## src/rtl/csr_counters.sv

```systemverilog
// csr_counters: mcycle/minstret/mhpmcounter CSRs with mcountinhibit, mhpmevent and read-only user shadows.
// Define RISCX_HPM_COUNTERS_EN to build NUM_HPM hpm counter/event pairs; otherwise that space reads 0.
module csr_counters #(
   parameter int unsigned NUM_HPM = 2
) (
   input  logic               clk,
   input  logic               rst,
   input  logic               csr_en,
   input  logic [1:0]         csr_op,
   input  logic [11:0]        csr_addr,
   input  logic [31:0]        csr_wdata,
   output logic [31:0]        csr_rdata,
   output logic               csr_hit,
   output logic               csr_illegal,
   input  logic               instr_retired,
   input  logic [NUM_HPM-1:0] hpm_event
);
   localparam logic [1:0] OP_READ  = 2'd0;
   localparam logic [1:0] OP_WRITE = 2'd1;
   localparam logic [1:0] OP_SET   = 2'd2;
   localparam logic [1:0] OP_CLEAR = 2'd3;

   function automatic logic [31:0] inhibit_mask();
      logic [31:0] m;
      m = 32'h0000_0005;
`ifdef RISCX_HPM_COUNTERS_EN
      for (int unsigned k = 0; k < NUM_HPM; k++) m = m | (32'h8 << k);
`endif
      return m;
   endfunction
   localparam logic [31:0] INH_MASK = inhibit_mask();

   logic        sel_cyc, sel_ins, sel_hpm, sel_inh, sel_evt, is_shadow, sel_hi;
   logic        hpm_present, wr_en;
   logic [4:0]  sel_idx;
   logic [31:0] cur, wval, hpm_rd;
   logic [63:0] mcycle, minstret;
   logic [31:0] mcountinhibit;

   assign sel_idx = csr_addr[4:0];
   assign sel_hi  = csr_addr[7];

   // Counter space Bxx/Cxx with bits [6:5]=0 covers x00-x1F and x80-x9F in one decode.
   always_comb begin
      sel_cyc   = 1'b0;
      sel_ins   = 1'b0;
      sel_hpm   = 1'b0;
      sel_inh   = 1'b0;
      sel_evt   = 1'b0;
      is_shadow = 1'b0;
      if ((csr_addr[11:8] == 4'hB || csr_addr[11:8] == 4'hC) && csr_addr[6:5] == 2'b00) begin
         is_shadow = (csr_addr[11:8] == 4'hC);
         sel_cyc   = (sel_idx == 5'd0);
         sel_ins   = (sel_idx == 5'd2);
         sel_hpm   = (sel_idx >= 5'd3) && hpm_present;
      end else if (csr_addr[11:5] == 7'h19) begin
         sel_inh = (sel_idx == 5'd0);
         sel_evt = (sel_idx >= 5'd3) && hpm_present;
      end
   end

   always_comb begin
      cur = '0;
      if (sel_cyc)                 cur = sel_hi ? mcycle[63:32] : mcycle[31:0];
      else if (sel_ins)            cur = sel_hi ? minstret[63:32] : minstret[31:0];
      else if (sel_inh)            cur = mcountinhibit;
      else if (sel_hpm || sel_evt) cur = hpm_rd;
   end

   always_comb begin
      case (csr_op)
         OP_WRITE: wval = csr_wdata;
         OP_SET:   wval = cur | csr_wdata;
         OP_CLEAR: wval = cur & ~csr_wdata;
         default:  wval = cur;
      endcase
   end

   assign csr_hit     = sel_cyc | sel_ins | sel_hpm | sel_inh | sel_evt;
   assign csr_rdata   = cur;
   assign wr_en       = csr_en & csr_hit & ~is_shadow & (csr_op != OP_READ);
   assign csr_illegal = csr_en & csr_hit & is_shadow &
                        ((csr_op == OP_WRITE) |
                         (((csr_op == OP_SET) | (csr_op == OP_CLEAR)) & (csr_wdata != '0)));

   // A write to either half suppresses the increment of the whole 64-bit counter.
   always_ff @(posedge clk) begin
      if (rst) begin
         mcycle        <= '0;
         minstret      <= '0;
         mcountinhibit <= '0;
      end else begin
         if (wr_en && sel_cyc) begin
            if (sel_hi) mcycle[63:32] <= wval;
            else        mcycle[31:0]  <= wval;
         end else if (!mcountinhibit[0]) begin
            mcycle <= mcycle + 64'd1;
         end
         if (wr_en && sel_ins) begin
            if (sel_hi) minstret[63:32] <= wval;
            else        minstret[31:0]  <= wval;
         end else if (instr_retired && !mcountinhibit[2]) begin
            minstret <= minstret + 64'd1;
         end
         if (wr_en && sel_inh) mcountinhibit <= wval & INH_MASK;
      end
   end

`ifdef RISCX_HPM_COUNTERS_EN
   localparam int unsigned HPM_N = (NUM_HPM > 0) ? NUM_HPM : 1;
   logic [31:0] hpm_rd_v [HPM_N];

   assign hpm_present = (32'(sel_idx) < NUM_HPM + 32'd3);

   for (genvar k = 0; k < NUM_HPM; k++) begin : g_hpm
      logic [63:0] cnt;
      logic        evt_en;
      logic        sel_me;
      assign sel_me = (sel_idx == 5'(k + 3));
      always_ff @(posedge clk) begin
         if (rst) begin
            cnt    <= '0;
            evt_en <= 1'b0;
         end else begin
            if (wr_en && sel_evt && sel_me) evt_en <= wval[0];
            if (wr_en && sel_hpm && sel_me) begin
               if (sel_hi) cnt[63:32] <= wval;
               else        cnt[31:0]  <= wval;
            end else if (hpm_event[k] && evt_en && !mcountinhibit[k + 3]) begin
               cnt <= cnt + 64'd1;
            end
         end
      end
      assign hpm_rd_v[k] = !sel_me ? '0 :
                           sel_evt ? {31'b0, evt_en} :
                           sel_hi  ? cnt[63:32] : cnt[31:0];
   end
   for (genvar k = NUM_HPM; k < HPM_N; k++) begin : g_pad
      assign hpm_rd_v[k] = '0;
   end

   always_comb begin
      hpm_rd = '0;
      for (int unsigned k = 0; k < HPM_N; k++) hpm_rd = hpm_rd | hpm_rd_v[k];
   end
`else
   logic unused_hpm_event;
   assign unused_hpm_event = ^hpm_event;
   assign hpm_present      = 1'b1;
   assign hpm_rd           = '0;
`endif
endmodule

```

## config.mk

```make
export PLATFORM = sky130hd
export DESIGN_NAME = csr_counters
export DESIGN_NICKNAME = d
export VERILOG_FILES = /design/src/rtl/csr_counters.sv
export SDC_FILE = /design/constraint.sdc
export NUM_CORES = 1
export LEC_CHECK = 0
export ABC_AREA = 1
export CAP_MARGIN = 20
export CORE_MARGIN = 2
export CORE_UTILIZATION = 40
export CTS_BUF_LIST = sky130_fd_sc_hd__clkbuf_8 sky130_fd_sc_hd__clkbuf_16
export CTS_CLUSTER_DIAMETER = 80
export DETAILED_ROUTE_END_ITERATION = 10
export PLACE_DENSITY = 0.62
export SYNTH_ARGS = -nofsm -noshare
export SYNTH_HDL_FRONTEND = slang
export SYNTH_SLANG_ARGS = --single-unit
```

## constraint.sdc

```tcl
create_clock -name clk -period 2.7 [get_ports clk]
set_clock_uncertainty 0.2 [all_clocks]
set_input_delay 0.675 -clock clk [delete_from_list [all_inputs] [get_ports clk]]
set_output_delay 0.675 -clock clk [all_outputs]
set_load 0.005 [all_outputs]
```

== Word-level counts from Yosys, hierarchy flattened ==
Index checks and enable logic that the tools add are counted.

* Reductions and logical operators: 16
* Bitwise gates (word level): 16
* Magnitude comparators: 1
* $add $sub $neg: 2
* Equal/unequal tests: 12
* Multiplexer cells: 20

{| class="wikitable"
|+ Operator list
! cell !! count
|-
| two-way mux 64 bit || 4
|-
| two-way mux 32 bit || 6
|-
| adder 64 x 1 -> 64 bit (second input constant) || 2
|-
| case mux 32 bit (3 select lines) || 1
|-
| AND 32 bit || 1
|-
| inverter 32 bit || 1
|-
| bitwise OR 32 bit || 1
|-
| nonzero test 32 bit || 1
|-
| equality test 4 bit (second input constant) || 2
|-
| two-way mux 1 bit || 8
|-
| inequality test 2 bit (second input constant) || 4
|-
| AND reduction 2 bit || 4
|-
| equality test 7 x 5 -> 1 bit (second input constant) || 1
|-
| AND 1 bit || 6
|-
| bitwise OR 1 bit || 6
|-
| equality test 5 x 2 -> 1 bit (second input constant) || 1
|-
| >= comparator 5 x 2 -> 1 bit (second input constant) || 1
|-
| logical AND 1 bit || 5
|-
| logical NOT 5 bit || 1
|-
| equality test 2 bit (second input constant) || 2
|-
| nonzero test 2 bit || 2
|-
| two-way mux 3 bit || 1
|-
| equality test 2 x 1 -> 1 bit (second input constant) || 1
|-
| logical NOT 2 bit || 1
|-
| other kinds (4) || 4
|}

* Logic and storage cells: 72
* Input port bits: 52
* Output and inout port bits: 34
* Register bits: 130

== Logic depth before layout (Yosys ltp) ==
Gate-level depths: netlist (run 1).

* Word-level depth: 14
* Depth in mapped cells: 15
* Depth with buffers taken out: 14

== Least setup slack after synthesis (run 1) ==
Ideal clock, no wire load.

* Path kind: input -> output
* Start point: input csr_addr[3]
* End point: output csr_rdata[12]
* Stages: 9
* Setup slack: 0.081 ns
* Arrival time: 1.744 ns
* Data required time: 1.825 ns
* Buffers on the path: 1
* Cells stage by stage: nor2_1 -> nand2_1 -> nor2_2 -> nand2_2 -> inv_2 -> clkbuf_1 -> nand2_1 -> nand2_1 -> inv_1

* Word-level cells in the longest chain between the ends: 4
* Elaborated cells between the ends (all ways): 6
* Classes of those cells: eq/ne (1); mux (4); reduce/logical (1)

{| class="wikitable"
|+ RTL lines
! what !! line !! RTL
|-
| start: declaration || 10 || <nowiki>input logic [11:0] csr_addr,</nowiki>
|-
| equality test 5 x 2 -> 1 bit || 54 || <nowiki>sel_ins = (sel_idx == 5'd2);</nowiki>
|-
| two-way mux 1 bit || 51 || <nowiki>if ((csr_addr[11:8] == 4'hB || csr_addr[11:8] == 4'hC) && csr_addr[6:5] == 2'b00) begin</nowiki>
|-
| two-way mux 32 bit || 65 || <nowiki>else if (sel_ins) cur = sel_hi ? minstret[63:32] : minstret[31:0];</nowiki>
|-
| two-way mux 32 bit * || 64 || <nowiki>if (sel_cyc) cur = sel_hi ? mcycle[63:32] : mcycle[31:0];</nowiki>
|-
| end: declaration || 12 || <nowiki>output logic [31:0] csr_rdata,</nowiki>
|}

Mark *: on every way between the ends. The rest lies on a longest branch, timed or not.

== Final worst setup path (run 1) ==
* Start point: input csr_wdata[17]
* End point: output csr_illegal

* Word-level cells in the longest chain between the ends: 4

{| class="wikitable"
|+ RTL lines
! what !! line !! RTL
|-
| start: declaration || 11 || <nowiki>input logic [31:0] csr_wdata,</nowiki>
|-
| nonzero test 32 bit || 84 || <nowiki>(((csr_op == OP_SET) | (csr_op == OP_CLEAR)) & (csr_wdata != '0)));</nowiki>
|-
| AND 1 bit || 84 ||
|-
| bitwise OR 1 bit || 83 || <nowiki>((csr_op == OP_WRITE) |</nowiki>
|-
| AND 1 bit || 82 || <nowiki>assign csr_illegal = csr_en & csr_hit & is_shadow &</nowiki>
|-
| end: declaration || 14 || <nowiki>output logic csr_illegal,</nowiki>
|}

No other way between the ends.

==> out/metrics.yaml, run 1 <==
synth.area.top_cells: "nand2_1 (29%), dfxtp_1 (21%), nor2_1 (15%)"
cts_htree_levels: 4
dr.first_iter.drc_count: 1573
io_pins: 86
yosysTopAreaCell: "nand2_1"
dieArea_um2: 32900
required_ps: 1820
critPathBufInv: 3
setup_ws_ps: -173.5
io_buffers: 83
dp_hpwl_um: 44360
period_share_pct: 106.4
ys_ff_latch: 130
worst_slew_pin_slew_ps: 592.7
mostFrequentLayoutCell: "nand2_1"
hold_viol: 0
wl_per_cell_um: 18.60
cts_sinks: 130
antenna_found_initial: 2
hp-class: "reg2reg"
initial_core_util_pct: 40.93
avgSynthCellArea_um2: 5.129
drc_errors: 0
drt-met1-wl_um: 24090
cts.clk_slew.worst_paths_ps: 70
clock_path_buffers: 2
ctsRootBufferMaster: "clkbuf_16"
leakagePower_nw: 8.181
max_freq_mhz: 348.0
yosysWarnings: 0
cp_top_family: "buffers and inverters"
drtAntennaViolNets: 0
place.gp.congestion: 1.001
clkPwrFrac_pct: 44.7
critical_path_cell_count: 7
place_area_um2: 15340
reg2reg_to: "minstret[56]"
seq_power_share_pct: 37.9
overflow: 0
area_delta_synth_final_pct: 38.35
period_minus_slack_ps: 2873
synth_top_area_share_pct: 29.40
cp_max_fo: 2
core-area_um2: 30750
fin_nets: 2793
final_cell_mix: "nand2_1 (868), nor2_1 (484), buf_4 (221)"
crit_type: "in2out"
status: "finished with violations"
top_layer: "met4"
drv_slew: 0
clock_latency_ps: 460
violations: "setup timing"
path_cells: "clkdlybuf4s15_1 > nor4_2 > nand4_1 > buf_4 > o21ai_2 > a211oi_2 > buf_2"
cts_buffers: 17
crit_slowest_cell: "clkdlybuf4s15_1"
cp-end-kind: "primary output"
fill_cells: 3158
switching_power_mw: 1.592
setup_viol: 33
synthCells: 2454
drive_gt1_share_pct: 20.49
grt.total_usage_pct: 35.36
maxCapViolations: 0
die_h_um: 181.4
wl_met2_um: 28090
core.rowCount: 64
min_path_cells: 4
power_mw: 5.426
rsz0062_at_grt: "yes"
viasPerCell: 5.257
synth_fp_nets: 2508
ir_worst_vdd_mv: 0.4438
max_stage_delay_ps: 240
cp-start-kind: "input pin"
grt_pass1_vias: 16080
design_area_um2: 17410
drt_pass1_iterations: 8
cts_tree: "built"
comb_power_share_pct: 17.5
r2r_cells: 13
dr_wl_met3_um: 3935
whs_endpoint: "minstret[15]"
powerDensity_nw_per_um2: 311.6
vias: 16560
grt_pass1_wl_um: 90310
hold_start: "minstret[15]"
yosysUniqueCellTypes: 28
regToRegStartpoint: "minstret[0]"
hold_buffers: 0
syn_area_um2: 12590
rrSetupSlack_ps: 260
critPathArrivalTime_ps: 2000
switching_share_pct: 29.33
slew_headroom_pct: 60.18
die_w_um: 181.4
grt_max_degree: 35
finalWirelength_um: 58600
yosysSeqAreaShare_pct: 20.68
p_int_mw: 3.835
layer usage:
layer	track usage [%]	vias up
met1	44.26	7625
met2	60.80	655
li1	-	8149
met5	0	-
met4	14.67	0
met3	5.154	129
per-stage QoR:
step	setup TNS [ps]	std cells	util [%]	hold slack (ps)	setup slack (ps)
floorplan	0	2454	-	309.1	80.98
global placement	-94620	3035	49.90	352.5	-934.1
detailed placement	-101220	3035	49.90	353.9	-972.7
CTS	-4479	3143	55.09	363.7	-206.8
global route	-5981	3150	56.63	415.3	-229.7
finish	-4305	3150	56.63	367.6	-173.5
cell usage after synthesis:
cell	count
inv_1	196
a211oi_1	1
xor2_1	96
o211ai_1	1
dfxtp_1	130
inv_2	4
nor4_1	8
nor2_4	2
buf_2	51
nand3_2	3
nand4_1	19
nor3b_1	1
nand3b_1	4
o21ai_0	84
ha_1	2
nor2_2	1
nand2_1	986
and2_1	2
nand2_2	10
a21oi_1	32
clkbuf_1	32
nor3_1	62
o21ai_1	1
buf_1	8
or2_2	1
buf_4	12
nor2_1	491
nand3_1	214
what timing repair did:
item,CTS,global route
endpoints found under the setup margin,161,155
pin swaps,81,68
gates resized for setup,384,150
buffers inserted,76,12
gates cloned,3,0
state kept, by name, summed over array words and instances, names as in the netlist:
name / flops
mcycle: 64
minstret: 64
mcountinhibit: 2
layout make-up:
| cell class | instances | area (µm²) | share of cell area (%) |
|---|---|---|---|
| antenna | 2 | 5.005 | 0.02874 |
| clock buffer | 22 | 494.2 | 2.838 |
| clock inverter | 10 | 106.4 | 0.6107 |
| inverter | 200 | 768.2 | 4.412 |
| multi-input combinational | 2021 | 9499 | 54.55 |
| sequential | 130 | 2603 | 14.94 |
| tap | 396 | 495.5 | 2.845 |
| timing repair buffer | 369 | 3443 | 19.77 |
power groups by stage:
stage	logic (mW)	registers (mW)	clock network, mW
global route	1.04	2.06	2.52
global placement	0.883	2.09	0
detailed placement	0.886	2.09	0
floorplan	0.485	2.07	0
finish	0.948	2.05	2.42
CTS	0.911	2.05	2.45
worst max-delay path by stage:
| stage | end | slack [ps] | startpoint |
|---|---|---|---|
| 2_1_floorplan | csr_rdata[12] | 80 | csr_addr[3] |
| 4_1_cts | csr_rdata[0] | -210 | csr_addr[2] |
| 6_report | csr_illegal | -170 | csr_wdata[17] |
| 3_3_place_gp | csr_rdata[15] | -930 | csr_addr[5] |
| 3_5_place_dp | csr_rdata[15] | -970 | csr_addr[5] |
| 5_1_grt | csr_illegal | -230 | csr_addr[3] |
cell families (layout without fill, tap and decap cells):
logic type	count (synthesis)	in the layout	synth area share, %
buffers and inverters	303	601	9.901
adders and majority gates	2	2	0.1988
other	0	2	0
DFF	130	130	20.68
AOI/OAI and AO/OA	119	119	4.771
xor gates and xnor gates	96	96	6.680
and+or+nand+nor	1804	1804	57.77
worst register-to-register path: cells and delay by family (launching register included):
kind	cells	cell delay (ps)
and+or+nand+nor	10	1160
DFF	1	400
buffers and inverters	2	330
adders and majority gates	1	270
No activity file was read; power rests on OpenSTA's default activity.
==> inputs of run 2 (changes only) <==
==> config.mk (replaced) <==
export PLATFORM = sky130hd
export DESIGN_NAME = csr_counters
export DESIGN_NICKNAME = d
export VERILOG_FILES = /design/src/rtl/csr_counters.sv
export SDC_FILE = /design/constraint.sdc
export NUM_CORES = 1
export LEC_CHECK = 0
export CAP_MARGIN = 20
export CELL_PAD_IN_SITES_DETAIL_PLACEMENT = 0
export CELL_PAD_IN_SITES_GLOBAL_PLACEMENT = 2
export CORE_MARGIN = 2
export CORE_UTILIZATION = 35
export CTS_BUF_LIST = sky130_fd_sc_hd__clkbuf_8 sky130_fd_sc_hd__clkbuf_16
export CTS_CLUSTER_DIAMETER = 80
export DETAILED_ROUTE_END_ITERATION = 10
export PLACE_DENSITY = 0.86
export SYNTH_ARGS = -nofsm -noshare
export SYNTH_HDL_FRONTEND = slang
export SYNTH_SLANG_ARGS = --single-unit
==> out/metrics.yaml, run 2 <==
synth.area.top_cells: "dfxtp_1 (24%), mux2i_1 (6.0%), nand2_1 (4.9%)"  # was nand2_1 (29%), dfxtp_1 (21%), nor2_1 (15%)
cts_sinks: 130  # unchanged
period_share_pct: 122.3  # was 106.4%
drt_pass1_iterations: 10  # was 8
cts_buffers: 17  # unchanged
ys.flop_type: "dfxtp_1"  # unchanged
drv_slew: 0  # unchanged
hold_ws_ps: 336.8  # was 367.6 ps
yosys-top-cells-count: "nand2_1 (143), dfxtp_1 (130), nor2_1 (98)"  # was nand2_1 (986), nor2_1 (491), nand3_1 (214)
yosysSeqAreaShare_pct: 23.87  # was 20.68%
initial_core_util_pct: 35.55  # was 40.93%
leakagePower_nw: 7.738  # was 8.181 nW
slew_headroom_pct: 47.32  # was 60.18%
cp-end-kind: "primary output"  # unchanged
synthCells: 1464  # was 2454
max_freq_mhz: 302.9  # was 348.0 MHz
worst_slew_pin_slew_ps: 783.0  # was 592.7 ps
diodes: 0  # was 2
avgSynthCellArea_um2: 7.447  # was 5.129 µm²
area_delta_synth_final_pct: 82.75  # was 38.35%
synth_top_area_share_pct: 23.87  # was 29.40%
whs_endpoint: "mcycle[63]"  # was minstret[15]
regToRegStartpoint: "mcycle[1]"  # was minstret[0]
powerDensity_nw_per_um2: 265.9  # was 311.6 nW/µm²
violations: "setup timing"  # unchanged
mostFrequentLayoutCell: "buf_4"  # was nand2_1
top_regs: "mcycle x64, minstret x64, mcountinhibit x2"  # unchanged
setup_ws_ps: -601.4  # was -173.5 ps
synth.most_common_cell: "nand2_1"  # unchanged
hold_viol: 0  # unchanged
critPathArrivalTime_ps: 2430  # was 2000 ps
grt_pass1_wl_um: 93910  # was 90310 µm
hp-class: "reg2reg"  # unchanged
yosysTopAreaCell: "dfxtp_1"  # was nand2_1
io_pins: 86  # unchanged
cp-start-kind: "input pin"  # unchanged
overflow: 0  # unchanged
finalWirelength_um: 65910  # was 58600 µm
synth_fp_nets: 1518  # was 2508
wl_per_cell_um: 27.23  # was 18.60 µm
async_flop_share_pct: 0  # unchanged
viasPerCell: 6.610  # was 5.257
fin_setup_tns_ps: -55640  # was -4305 ps
status: "finished with violations"  # unchanged
clock_path_buffers: 2  # unchanged
cts_tree: "built"  # unchanged
fin_nets: 2066  # was 2793
cp_max_fo: 5  # was 2
die_w_um: 180.5  # was 181.4 µm
cts_htree_levels: 4  # unchanged
period_minus_slack_ps: 3301  # was 2873 ps
hold_start: "mcycle[63]"  # was minstret[15]
crit_type: "in2out"  # unchanged
rsz0062_at_grt: "yes"  # unchanged
dr.first_iter.drc_count: 2101  # was 1573
place.gp.congestion: 1.071  # was 1.001
vias: 16000  # was 16560
maxCapViolations: 0  # unchanged
drc_errors: 0  # unchanged
io_buffers: 83  # unchanged
final_cell_mix: "buf_4 (386), dfxtp_1 (130), buf_6 (122)"  # was nand2_1 (868), nor2_1 (484), buf_4 (221)
cts.clk_slew.worst_paths_ps: 60  # was 70 ps
core-area_um2: 30670  # was 30750 µm²
die_h_um: 180.5  # was 181.4 µm
r2r_cells: 8  # was 13
ctsRootBufferMaster: "clkbuf_16"  # unchanged
grt.total_usage_pct: 37.73  # was 35.36%
antenna_found_initial: 0  # was 2
dieArea_um2: 32570  # was 32900 µm²
ir_worst_vdd_mv: 0.4911  # was 0.4438 mV
clock_latency_ps: 450  # was 460 ps
yosysUniqueCellTypes: 98  # was 28
min_path_cells: 2  # was 4
setup_viol: 162  # was 33
grt_pass1_vias: 15000  # was 16080
rrSetupSlack_ps: -260  # was 260 ps
required_ps: 1820  # about the same
dp_hpwl_um: 45260  # was 44360 µm
synth_edf_count: 0  # unchanged
yosysWarnings: 0  # unchanged
drive_gt1_share_pct: 51.21  # was 20.49%
reg2reg_to: "mcycle[34]"  # was minstret[56]
grt_max_degree: 39  # was 35
drtAntennaViolNets: 0  # unchanged
core.rowCount: 64  # unchanged
syn_area_um2: 10900  # was 12590 µm²
ys_ff_latch: 130  # unchanged
==> run 2: cell count changes after synthesis, sizes merged, moves of 45 or more <==
| cell | previous run | this run |
|---|---|---|
| nand3 | 217 | 69 |
| xor2 | 96 | 2 |
| nand2 | 996 | 144 |
| a21oi | 32 | 98 |
| nor2 | 494 | 102 |
| mux2i | 0 | 68 |
| inv | 200 | 29 |
| clkbuf | 32 | 79 |
| nor4 | 8 | 53 |
==> run 2: where the power goes <==
group          total [mW]  switching, mW  internal [mW]
sequential           1.93        0.00781           1.92
clock                2.36          0.982           1.38
combinational        1.01          0.568          0.438
==> run 2: worst max path at each step <==
stage,start,end
floorplan,csr_addr[7],csr_illegal
global placement,csr_addr[5],csr_rdata[5]
detailed placement,csr_addr[11],csr_illegal
CTS,csr_addr[2],csr_rdata[0]
global route,csr_addr[6],csr_illegal
finish,csr_addr[3],csr_rdata[1]
==> run 2: layout make-up <==
class	count	area (µm²)
fill	2388	10750
tap	396	495.5
inverter	30	115.1
sequential	130	2603
multi-input combinational	1188	9920
clock inverter	10	82.58
timing repair buffer	645	6213
clock buffer	22	494.2
==> run 2: what timing repair did <==
| item | 4_1_cts | 5_1_grt |
|---|---|---|
| setup buffers | 99 | 48 |
| resized for setup | 525 | 287 |
| gates cloned | 12 | 4 |
| setup endpoints to repair | 164 | 164 |
| pin swaps | 130 | 155 |
| hold buffers | 0 | 0 |
==> run 2: metrics by stage <==
stage | setup WS, ps | util [%] | total power [mW] | cells | instance area, µm²
global placement | -1195 | 51.04 | 2.757 | 2249 | 15660
CTS | -538.3 | 60.24 | 5.149 | 2389 | 18480
floorplan | -302.4 | - | 2.288 | 1464 | 11540
finish | -601.4 | 64.96 | 5.297 | 2421 | 19920
detailed placement | -1219 | 51.04 | 2.760 | 2249 | 15660
global route | -605.5 | 64.96 | 5.390 | 2421 | 19920
==> run 2: cells by family (layout without fill, tap and decap cells) <==
kind of cell	Yosys count	after routing	synth area share (%)
and+or+nand+nor	653	655	32.94
xor gates and xnor gates	24	24	1.928
buffers and inverters	149	707	5.738
muxes	92	93	9.319
AOI/OAI and AO/OA	414	414	25.97
DFF	130	130	23.87
adders and majority gates	2	2	0.2295
==> run 2: layer usage <==
layer | track usage, % | wire [µm]
met1 | 45.33 | 23550
met2 | 58.27 | 28300
met3 | 11.58 | 8202
met4 | 24.52 | 5859
met5 | 0 | 0
==> run 2: critical path, stage by stage <==
cell and delay, ps:
buf_6 90, or4_4 560, buf_12 160, a211oi_2 270, buf_4 230, buf_6 150
and3_4 180, buf_6 90
==> inputs of run 3 (changes only) <==
==> config.mk (replaced) <==
export PLATFORM = sky130hd
export DESIGN_NAME = csr_counters
export DESIGN_NICKNAME = d
export VERILOG_FILES = /design/src/rtl/csr_counters.sv
export SDC_FILE = /design/constraint.sdc
export NUM_CORES = 1
export LEC_CHECK = 0
export CAP_MARGIN = 20
export CORE_MARGIN = 2
export CORE_UTILIZATION = 40
export CTS_BUF_LIST = sky130_fd_sc_hd__clkbuf_8 sky130_fd_sc_hd__clkbuf_16
export CTS_CLUSTER_DIAMETER = 80
export DETAILED_ROUTE_END_ITERATION = 10
export PLACE_DENSITY = 0.62
export RECOVER_POWER = 25
export SYNTH_ARGS = -nofsm -noshare
export SYNTH_HDL_FRONTEND = slang
export SYNTH_SLANG_ARGS = --single-unit
==> out/metrics.yaml, run 3 (synthesized netlist as in run 2, its figures left out) <==
die_w_um: 169.1  # was 180.5 µm
fin_cells: 2456  # was 2421
core.rowCount: 60  # was 64
violations: "setup timing"  # unchanged
drc_errors: 0  # unchanged
dieArea_um2: 28590  # was 32570 µm²
min_path_cells: 2  # unchanged
status: "finished with violations"  # unchanged
dp_slack_ps: -1274  # was -1219 ps
critPathArrivalTime_ps: 2490  # was 2430 ps
r2r_cells: 8  # unchanged
period_share_pct: 124.8  # was 122.3%
fin_nets: 2153  # was 2066
drv_slew: 0  # unchanged
reg2reg_to: "mcycle[46]"  # was mcycle[34]
mostFrequentLayoutCell: "buf_4"  # unchanged
top_regs: "mcycle x64, minstret x64, mcountinhibit x2"  # unchanged
power_mw: 5.342  # was 5.297 mW
max_stage_delay_ps: 570  # was 560 ps
grt_pass1_wl_um: 103400  # was 93910 µm
clock_latency_ps: 450  # about the same
ir_worst_vdd_mv: 0.4190  # was 0.4911 mV
finalWirelength_um: 72720  # was 65910 µm
clock_path_buffers: 2  # unchanged
area_delta_synth_final_pct: 85.53  # was 82.75%
hp-class: "reg2reg"  # unchanged
path_cells: "buf_6 > or4_4 > buf_12 > buf_6 > a211oi_4 > buf_6 > buf_6 > a22oi_2 > mux2i_1 > buf_2"  # was buf_6 > or4_4 > buf_12 > a211oi_2 > buf_4 > buf_6 > and3_4 > buf_6
hold_start: "minstret[22]"  # was mcycle[63]
grt_pass1_vias: 15830  # was 15000
cts.clk_slew.worst_paths_ps: 70  # was 60 ps
cp-start-kind: "input pin"  # unchanged
vias: 16630  # was 16000
cp-end-kind: "primary output"  # unchanged
initial_core_util_pct: 40.56  # was 35.55%
setup_viol: 164  # was 162
cp_max_fo: 3  # was 5
cts_htree_levels: 4  # unchanged
powerDensity_nw_per_um2: 264.1  # was 265.9 nW/µm²
worst_slew_pin_slew_ps: 672.1  # was 783.0 ps
cp_common_cell: "buf_6"  # unchanged
regToRegStartpoint: "mcycle[0]"  # was mcycle[1]
overflow: 0  # unchanged
ctsRootBufferMaster: "clkbuf_16"  # unchanged
final_cell_mix: "buf_4 (474), dfxtp_1 (130), buf_6 (122)"  # was buf_4 (386), dfxtp_1 (130), buf_6 (122)
drt_pass1_iterations: 6  # was 10
grt_max_degree: 39  # unchanged
cts_tree: "built"  # unchanged
required_ps: 1820  # about the same
rrSetupSlack_ps: -340  # was -260 ps
grt.total_usage_pct: 49.12  # was 37.73%
setup_ws_ps: -668.3  # was -601.4 ps
rsz0062_at_grt: "yes"  # unchanged
cts_sinks: 130  # unchanged
hold_buffers: 0  # unchanged
die_h_um: 169.1  # was 180.5 µm
viasPerCell: 6.770  # was 6.610
crit_slowest_cell: "or4_4"  # unchanged
drive_gt1_share_pct: 51.16  # was 51.21%
leakagePower_nw: 7.992  # was 7.738 nW
wl_per_cell_um: 29.61  # was 27.23 µm
period_minus_slack_ps: 3368  # was 3301 ps
antenna_found_initial: 3  # was 0
io_buffers: 83  # unchanged
hold_viol: 0  # unchanged
drtAntennaViolNets: 0  # unchanged
whs_endpoint: "minstret[22]"  # was mcycle[63]
io_pins: 86  # unchanged
dp_hpwl_um: 50650  # was 45260 µm
slew_headroom_pct: 55.03  # was 47.32%
dp.cells: 2257  # was 2249
maxCapViolations: 0  # unchanged
max_freq_mhz: 296.9  # was 302.9 MHz
place.gp.congestion: 1.073  # was 1.071
dr.first_iter.drc_count: 2429  # was 2101
crit_type: "in2out"  # unchanged
core-area_um2: 26880  # was 30670 µm²
cts_buffers: 17  # unchanged
-- run 3: where the power goes --
part           internal (mW)  switching [mW]  total, mW  leakage (nW)
Combinational          0.483           0.603       1.09          6.68
Sequential              1.92         0.00477       1.93          1.05
Clock                   1.31            1.02       2.33         0.264
Total                   3.72            1.63       5.34          7.99
-- run 3: per-layer routing --
layer,up-vias,wire [µm],GRT usage (%)
li1,6954,-,-
met1,7869,25230,58.17
met2,1350,30840,75.02
met3,455,9046,12.91
met4,0,7601,39.80
met5,-,0,0
-- run 3: timing repair --
| item | in CTS | in global routing |
|---|---|---|
| setup buffers | 122 | 55 |
| cloned | 11 | 3 |
| endpoints found under the setup margin | 164 | 164 |
| resized for setup | 548 | 187 |
| pin swaps | 161 | 124 |
-- run 3: how the worst max path moves through the flow --
stage                 from             to  cells after the start
2_1_floorplan  csr_addr[7]    csr_illegal                      7
3_3_place_gp   csr_addr[0]  csr_rdata[18]                      6
3_5_place_dp   csr_addr[0]  csr_rdata[18]                      6
4_1_cts        csr_addr[3]  csr_rdata[24]                      9
5_1_grt        csr_addr[0]   csr_rdata[2]                     10
6_report       csr_addr[0]   csr_rdata[2]                     10
-- run 3: cell type report --
class / count / area, µm²
clock buffer: 19 / 452.9
antenna: 4 / 10.01
multi-input combinational: 1185 / 9608
tap: 341 / 426.7
inverter: 30 / 112.6
sequential: 130 / 2603
clock inverter: 12 / 108.9
fill: 1923 / 6650
timing repair buffer: 735 / 6904
-- run 3: per-stage QoR --
stage	hold WS [ps]	instance area (µm²)	utilization [%]	TNS, ps
after floorplan	263.5	11540	-	-27220
after global placement	284.9	16130	60.03	-161110
after detailed placement	290.9	16130	60.03	-162400
after CTS	314.7	19260	71.66	-63130
after global routing	343.4	20220	75.23	-72500
final	316.4	20230	75.26	-66460
-- run 3: critical path: cells and delay by family --
| family | cells | cell delay [ps] |
|---|---|---|
| muxes | 1 | 210 |
| and+or+nand+nor | 1 | 570 |
| AOI/OAI and AO/OA | 2 | 260 |
| buffers and inverters | 6 | 770 |
==> patch 1: new RTL, flow settings as in run 1 <==
Register the inputs `csr_en`, `csr_op`, `csr_addr`, `csr_wdata` and `instr_retired` before use, with the module's reset. The logic sees them one clock later. The other inputs are not delayed to match.
--- a/src/rtl/csr_counters.sv
+++ b/src/rtl/csr_counters.sv
@@ -20,6 +20,28 @@
    localparam logic [1:0] OP_SET   = 2'd2;
    localparam logic [1:0] OP_CLEAR = 2'd3;
 
+   logic csr_en_q;
+   logic [1:0] csr_op_q;
+   logic [11:0] csr_addr_q;
+   logic [31:0] csr_wdata_q;
+   logic instr_retired_q;
+
+   always_ff @(posedge clk) begin
+      if (rst) begin
+         csr_en_q        <= '0;
+         csr_op_q        <= '0;
+         csr_addr_q      <= '0;
+         csr_wdata_q     <= '0;
+         instr_retired_q <= '0;
+      end else begin
+         csr_en_q        <= csr_en;
+         csr_op_q        <= csr_op;
+         csr_addr_q      <= csr_addr;
+         csr_wdata_q     <= csr_wdata;
+         instr_retired_q <= instr_retired;
+      end
+   end
+
    function automatic logic [31:0] inhibit_mask();
       logic [31:0] m;
       m = 32'h0000_0005;
@@ -37,8 +59,8 @@
    logic [63:0] mcycle, minstret;
    logic [31:0] mcountinhibit;
 
-   assign sel_idx = csr_addr[4:0];
-   assign sel_hi  = csr_addr[7];
+   assign sel_idx = csr_addr_q[4:0];
+   assign sel_hi  = csr_addr_q[7];
 
    // Counter space Bxx/Cxx with bits [6:5]=0 covers x00-x1F and x80-x9F in one decode.
    always_comb begin
@@ -48,12 +70,12 @@
       sel_inh   = 1'b0;
       sel_evt   = 1'b0;
       is_shadow = 1'b0;
-      if ((csr_addr[11:8] == 4'hB || csr_addr[11:8] == 4'hC) && csr_addr[6:5] == 2'b00) begin
-         is_shadow = (csr_addr[11:8] == 4'hC);
+      if ((csr_addr_q[11:8] == 4'hB || csr_addr_q[11:8] == 4'hC) && csr_addr_q[6:5] == 2'b00) begin
+         is_shadow = (csr_addr_q[11:8] == 4'hC);
          sel_cyc   = (sel_idx == 5'd0);
          sel_ins   = (sel_idx == 5'd2);
          sel_hpm   = (sel_idx >= 5'd3) && hpm_present;
-      end else if (csr_addr[11:5] == 7'h19) begin
+      end else if (csr_addr_q[11:5] == 7'h19) begin
          sel_inh = (sel_idx == 5'd0);
          sel_evt = (sel_idx >= 5'd3) && hpm_present;
       end
@@ -68,20 +90,20 @@
    end
 
    always_comb begin
-      case (csr_op)
-         OP_WRITE: wval = csr_wdata;
-         OP_SET:   wval = cur | csr_wdata;
-         OP_CLEAR: wval = cur & ~csr_wdata;
+      case (csr_op_q)
+         OP_WRITE: wval = csr_wdata_q;
+         OP_SET:   wval = cur | csr_wdata_q;
+         OP_CLEAR: wval = cur & ~csr_wdata_q;
          default:  wval = cur;
       endcase
    end
 
    assign csr_hit     = sel_cyc | sel_ins | sel_hpm | sel_inh | sel_evt;
    assign csr_rdata   = cur;
-   assign wr_en       = csr_en & csr_hit & ~is_shadow & (csr_op != OP_READ);
-   assign csr_illegal = csr_en & csr_hit & is_shadow &
-                        ((csr_op == OP_WRITE) |
-                         (((csr_op == OP_SET) | (csr_op == OP_CLEAR)) & (csr_wdata != '0)));
+   assign wr_en       = csr_en_q & csr_hit & ~is_shadow & (csr_op_q != OP_READ);
+   assign csr_illegal = csr_en_q & csr_hit & is_shadow &
+                        ((csr_op_q == OP_WRITE) |
+                         (((csr_op_q == OP_SET) | (csr_op_q == OP_CLEAR)) & (csr_wdata_q != '0)));
 
    // A write to either half suppresses the increment of the whole 64-bit counter.
    always_ff @(posedge clk) begin
@@ -99,7 +121,7 @@
          if (wr_en && sel_ins) begin
             if (sel_hi) minstret[63:32] <= wval;
             else        minstret[31:0]  <= wval;
-         end else if (instr_retired && !mcountinhibit[2]) begin
+         end else if (instr_retired_q && !mcountinhibit[2]) begin
             minstret <= minstret + 64'd1;
          end
          if (wr_en && sel_inh) mcountinhibit <= wval & INH_MASK;
Behaviour: not the same (Yosys sat finds a counterexample within 4 cycles, from zero or initial values and one cycle with rst high).
==> patch 1 against run 1 <==
The flow still finishes with violations (negative setup slack). Sequential cell count is 48 higher. Wire length increased by 15%. Clock power rose by 9.5%. Setup slack got worse by 65 ps. Synthesized cell count increased by 5.5%. Critical endpoint is now csr_rdata[10]. Power up 19%. Global-route usage down 2.8 points. Die area is 10% higher. Combinational power is 4.3% higher. Cell area rose by 12%. Area after synthesis rose by 10%.
==> patch 1: results (changes against run 1) <==
The weighted congestion reported at the end of routability-driven placement was 0.9782 (-2.3%); the number of detailed-routing iterations run before antenna repair was 6 (-2). The number of antenna violations at the first check in global routing is 0 (-2). The proportion of layout cells with a drive suffix above 1 was 0.2109 (+0.005957); the post-detailed-placement half-perimeter wirelength was 43.45 mm (-2.0%). The family of cells with the greatest summed delay on the critical path is simple AND/OR/NAND/NOR gates. The number of diodes came out at 0 (-2). The flip-flop and latch area came out at 3577 µm² (+37%). The total nets after synthesis is 2642 (+5.3%). The proportion of synthesized chip area in sequential cells is 0.2563 (+0.04959), and the standby leakage power is 9.191 nW (+12%). The startpoint identified for the worst register-to-register timing path is csr_addr_q[11]. The internal power came out at 4.613 mW (+20%).

The flow ran to the end, but the final reports show violations. The overall power was 6.472 mW (+19%). The pin count of the biggest net entering global routing is 65 (+86%), and the number of fill cells in the layout is 3362 (+6.5%). The maximum fanout along the worst path works out to 3 (+1).

Critical-path cell with the highest stage delay: sky130_fd_sc_hd__dfxtp_2. Global-route wire length before repair: 90.00 mm (-0.34%). The final reports fail on negative setup slack. For the count of endpoints failing setup in the final report, the log shows 45 (+36%). For the routed wire length, the log shows 67.25 mm (+15%).

The number of placed cells counting well taps was 3135 (+3.3%); the combinational cell fraction of total power was 0.153 (-0.022). Overall routing resource usage: 0.3256 (-0.02808). In the final layout, the registers with the most flip-flops are mcycle x64, minstret x64, csr_wdata_q x32.

The per-cell via count in the routed design was 5.463 (+3.9%); the final setup TNS was -5716 ps (-1411 ps). The instance area after placement is 15880 µm² (+3.5%), and the arrival time at the worst endpoint is 2060 ps (+60 ps). The most critical setup path has its startpoint at csr_addr_q[8]. The run gives -238.8 ps (-65.28 ps) as the worst setup margin. The number of nets in the layout was 2869 (+2.7%). In the synthesized netlist, the cells that appear most often are 975 x sky130_fd_sc_hd__nand2_1, 534 x sky130_fd_sc_hd__nor2_1, 240 x sky130_fd_sc_hd__inv_1.

The number of distinct standard cells referenced by the synthesized netlist is 29 (+3.6%), and the power consumed by sequential cells is 2.83 mW (+38%). The worst-margin pin slew came out at 616.7 ps (+24.00 ps).
==> patch 1: cell count changes after synthesis, moves of 2 or more <==
| cell | delta |
|---|---|
| sky130_fd_sc_hd__nand2_1 | -11 |
| sky130_fd_sc_hd__nand4_1 | +3 |
| sky130_fd_sc_hd__buf_6 | +3 |
| sky130_fd_sc_hd__nor3_1 | +2 |
| sky130_fd_sc_hd__inv_1 | +44 |
| sky130_fd_sc_hd__nor2_1 | +43 |
| sky130_fd_sc_hd__buf_4 | -3 |
| sky130_fd_sc_hd__dfxtp_1 | +48 |
| sky130_fd_sc_hd__clkbuf_1 | +8 |
| sky130_fd_sc_hd__buf_1 | -3 |
==> patch 1: worst paths after layout <==
kind	end	slack, ps
max	csr_rdata[10]	-240
min	minstret[13]	360
max reg2reg	minstret[44]	-130
min reg2reg	minstret[13]	360
==> patch 1: routing by layer <==
metal  global-route usage  vias up  part of all wire
met4               0.1389        0             0.042
met2               0.4815     1140              0.42
met1               0.4686     8182              0.42
met5                    0        -                 0
li1                     -     8418                 -
met3              0.04693      185              0.12
==> patch 1: timing repair <==
action | CTS | global route
resized for setup | 318 | 340
cloned | 4 | 27
setup endpoints to repair | 34 | 162
pin swaps | 68 | 142
buffers inserted | 70 | 30
==> patch 1: final cells by class <==
cell class | instances | area share
tap | 455 | 0.02927
inverter | 244 | 0.04799
timing repair buffer | 316 | 0.1834
clock buffer | 19 | 0.02329
clock inverter | 11 | 0.007205
sequential | 178 | 0.1839
multi-input combinational | 2058 | 0.5250
==> patch 1: cells by family after synthesis <==
family                   share of synthesized area
adder cells (fa/ha/maj)                   0.001800
flip-flops                                  0.2563
AND/OR/NAND/NOR                             0.5338
XOR/XNOR                                   0.06112
AO/OA/AOI/OAI                              0.04320
buffers and inverters                       0.1037
==> patch 2: new RTL, config.mk and constraints of run 1 <==
Without the edit above. Register the outputs `csr_rdata` and `csr_illegal`, with the module's reset; this adds one clock of latency there. The other outputs are not delayed to match.
--- a/src/rtl/csr_counters.sv
+++ b/src/rtl/csr_counters.sv
@@ -77,11 +77,16 @@
    end
 
    assign csr_hit     = sel_cyc | sel_ins | sel_hpm | sel_inh | sel_evt;
-   assign csr_rdata   = cur;
    assign wr_en       = csr_en & csr_hit & ~is_shadow & (csr_op != OP_READ);
-   assign csr_illegal = csr_en & csr_hit & is_shadow &
-                        ((csr_op == OP_WRITE) |
-                         (((csr_op == OP_SET) | (csr_op == OP_CLEAR)) & (csr_wdata != '0)));
+   always_ff @(posedge clk) begin
+      if (rst) begin
+         csr_rdata   <= '0;
+         csr_illegal <= '0;
+      end else begin
+         csr_rdata   <= cur;
+         csr_illegal <= csr_en & csr_hit & is_shadow & ((csr_op == OP_WRITE) | (((csr_op == OP_SET) | (csr_op == OP_CLEAR)) & (csr_wdata != '0)));
+      end
+   end
 
    // A write to either half suppresses the increment of the whole 64-bit counter.
    always_ff @(posedge clk) begin
Function: changed (Yosys sat finds a counterexample within 4 cycles, from zero or initial values and one cycle with rst high).
==> patch 2 against run 1 <==
Power grew 14%. Non-clock buffer count shrank 112. Cell area shrank 1.3%. Register-to-register slack lost 90 ps. Maximum frequency grew 9.3%. Sequential power grew 24%. Wire length grew 7.5%. Sequential cell count grew 33. Setup slack gained 240 ps. Area after synthesis grew 9.2%. Critical endpoint is now minstret[11]. Largest power group unchanged.
==> patch 2: results (changes against run 1) <==
The run finished with clean final reports. The critical path's largest stage delay is 270 ps (+30 ps), and the proportion of layout cells with a drive suffix above 1 is 0.1121 (-0.09288). The total routed wire length on the met1 layer is 28.60 mm (+19%), and the number of antenna violations at the first check in global routing is 1 (-1).

For the arrival time at the worst endpoint, the log shows 2830 ps (+830 ps). The number of distinct standard cells referenced by the synthesized netlist came out at 31 (+11%). After synthesis, the cell types taking the most area are sky130_fd_sc_hd__dfxtp_1 24%, sky130_fd_sc_hd__nand2_1 23%, sky130_fd_sc_hd__nor2_1 13%. The power attributed to combinational cells came out at 939 µW (-0.9%). The largest registers in the layout are mcycle x64, minstret x64, csr_rdata x32.

The met3 layer wire length in the routed design is 5.801 mm (+47%). Routed wirelength normalized by instance count: 20.15 µm (+8.3%). The critical-path cell with the highest stage delay is sky130_fd_sc_hd__dlygate4sd2_1. The number of sinks on the clock net was 163 (+25%); the routed wire length was 62.97 mm (+7.5%).

The count of multi-input gates is 2059 (+1.9%). The final worst-path cycle share is 0.9736 (-0.09061). For the DRC marker count from the first detailed-route iteration, the log shows 1868 (+19%). The global-route wire length before repair is 92.36 mm (+2.3%), and the fraction of area in clock buffers and inverters is 0.03596 (+0.001474). Family of cells with the greatest summed delay on the critical path: simple AND/OR/NAND/NOR gates.

The flip-flop and latch area is 3263 µm² (+25%), and the number of non-clock inverters in the layout is 166 (-17%). The worst min-delay path endpoint was mcountinhibit[2]. The fraction of area in registers is 0.1899 (+0.04041), and the synthesized instance count is 2505 (+2.1%). The number of gates resized after cts came out at 37 (-90%).
-- patch 2: changes by cell type after synthesis, moves of 21 or more --
| cell | change |
|---|---|
| sky130_fd_sc_hd__or2_2 | +31 |
| sky130_fd_sc_hd__nand3_1 | +64 |
| sky130_fd_sc_hd__buf_2 | -29 |
| sky130_fd_sc_hd__inv_1 | -32 |
| sky130_fd_sc_hd__dfxtp_1 | +33 |
| sky130_fd_sc_hd__clkbuf_1 | +21 |
| sky130_fd_sc_hd__o21ai_0 | +31 |
| sky130_fd_sc_hd__a21oi_1 | +33 |
| sky130_fd_sc_hd__nand2_1 | -132 |
-- patch 2: kinds of logic after synthesis --
logic type,share of synthesized area
xor gates and xnor gates,0.06051
adders and majority gates,0.001820
buffers and inverters,0.09236
and+or+nand+nor,0.5413
DFF,0.2373
AOI/OAI and AO/OA,0.06670
-- patch 2: worst min-delay path, delay by kind of cell (launching register included) --
kind            cells  cell delay, ps
flops               1             330
simple gates        1              70
compound gates      1              50
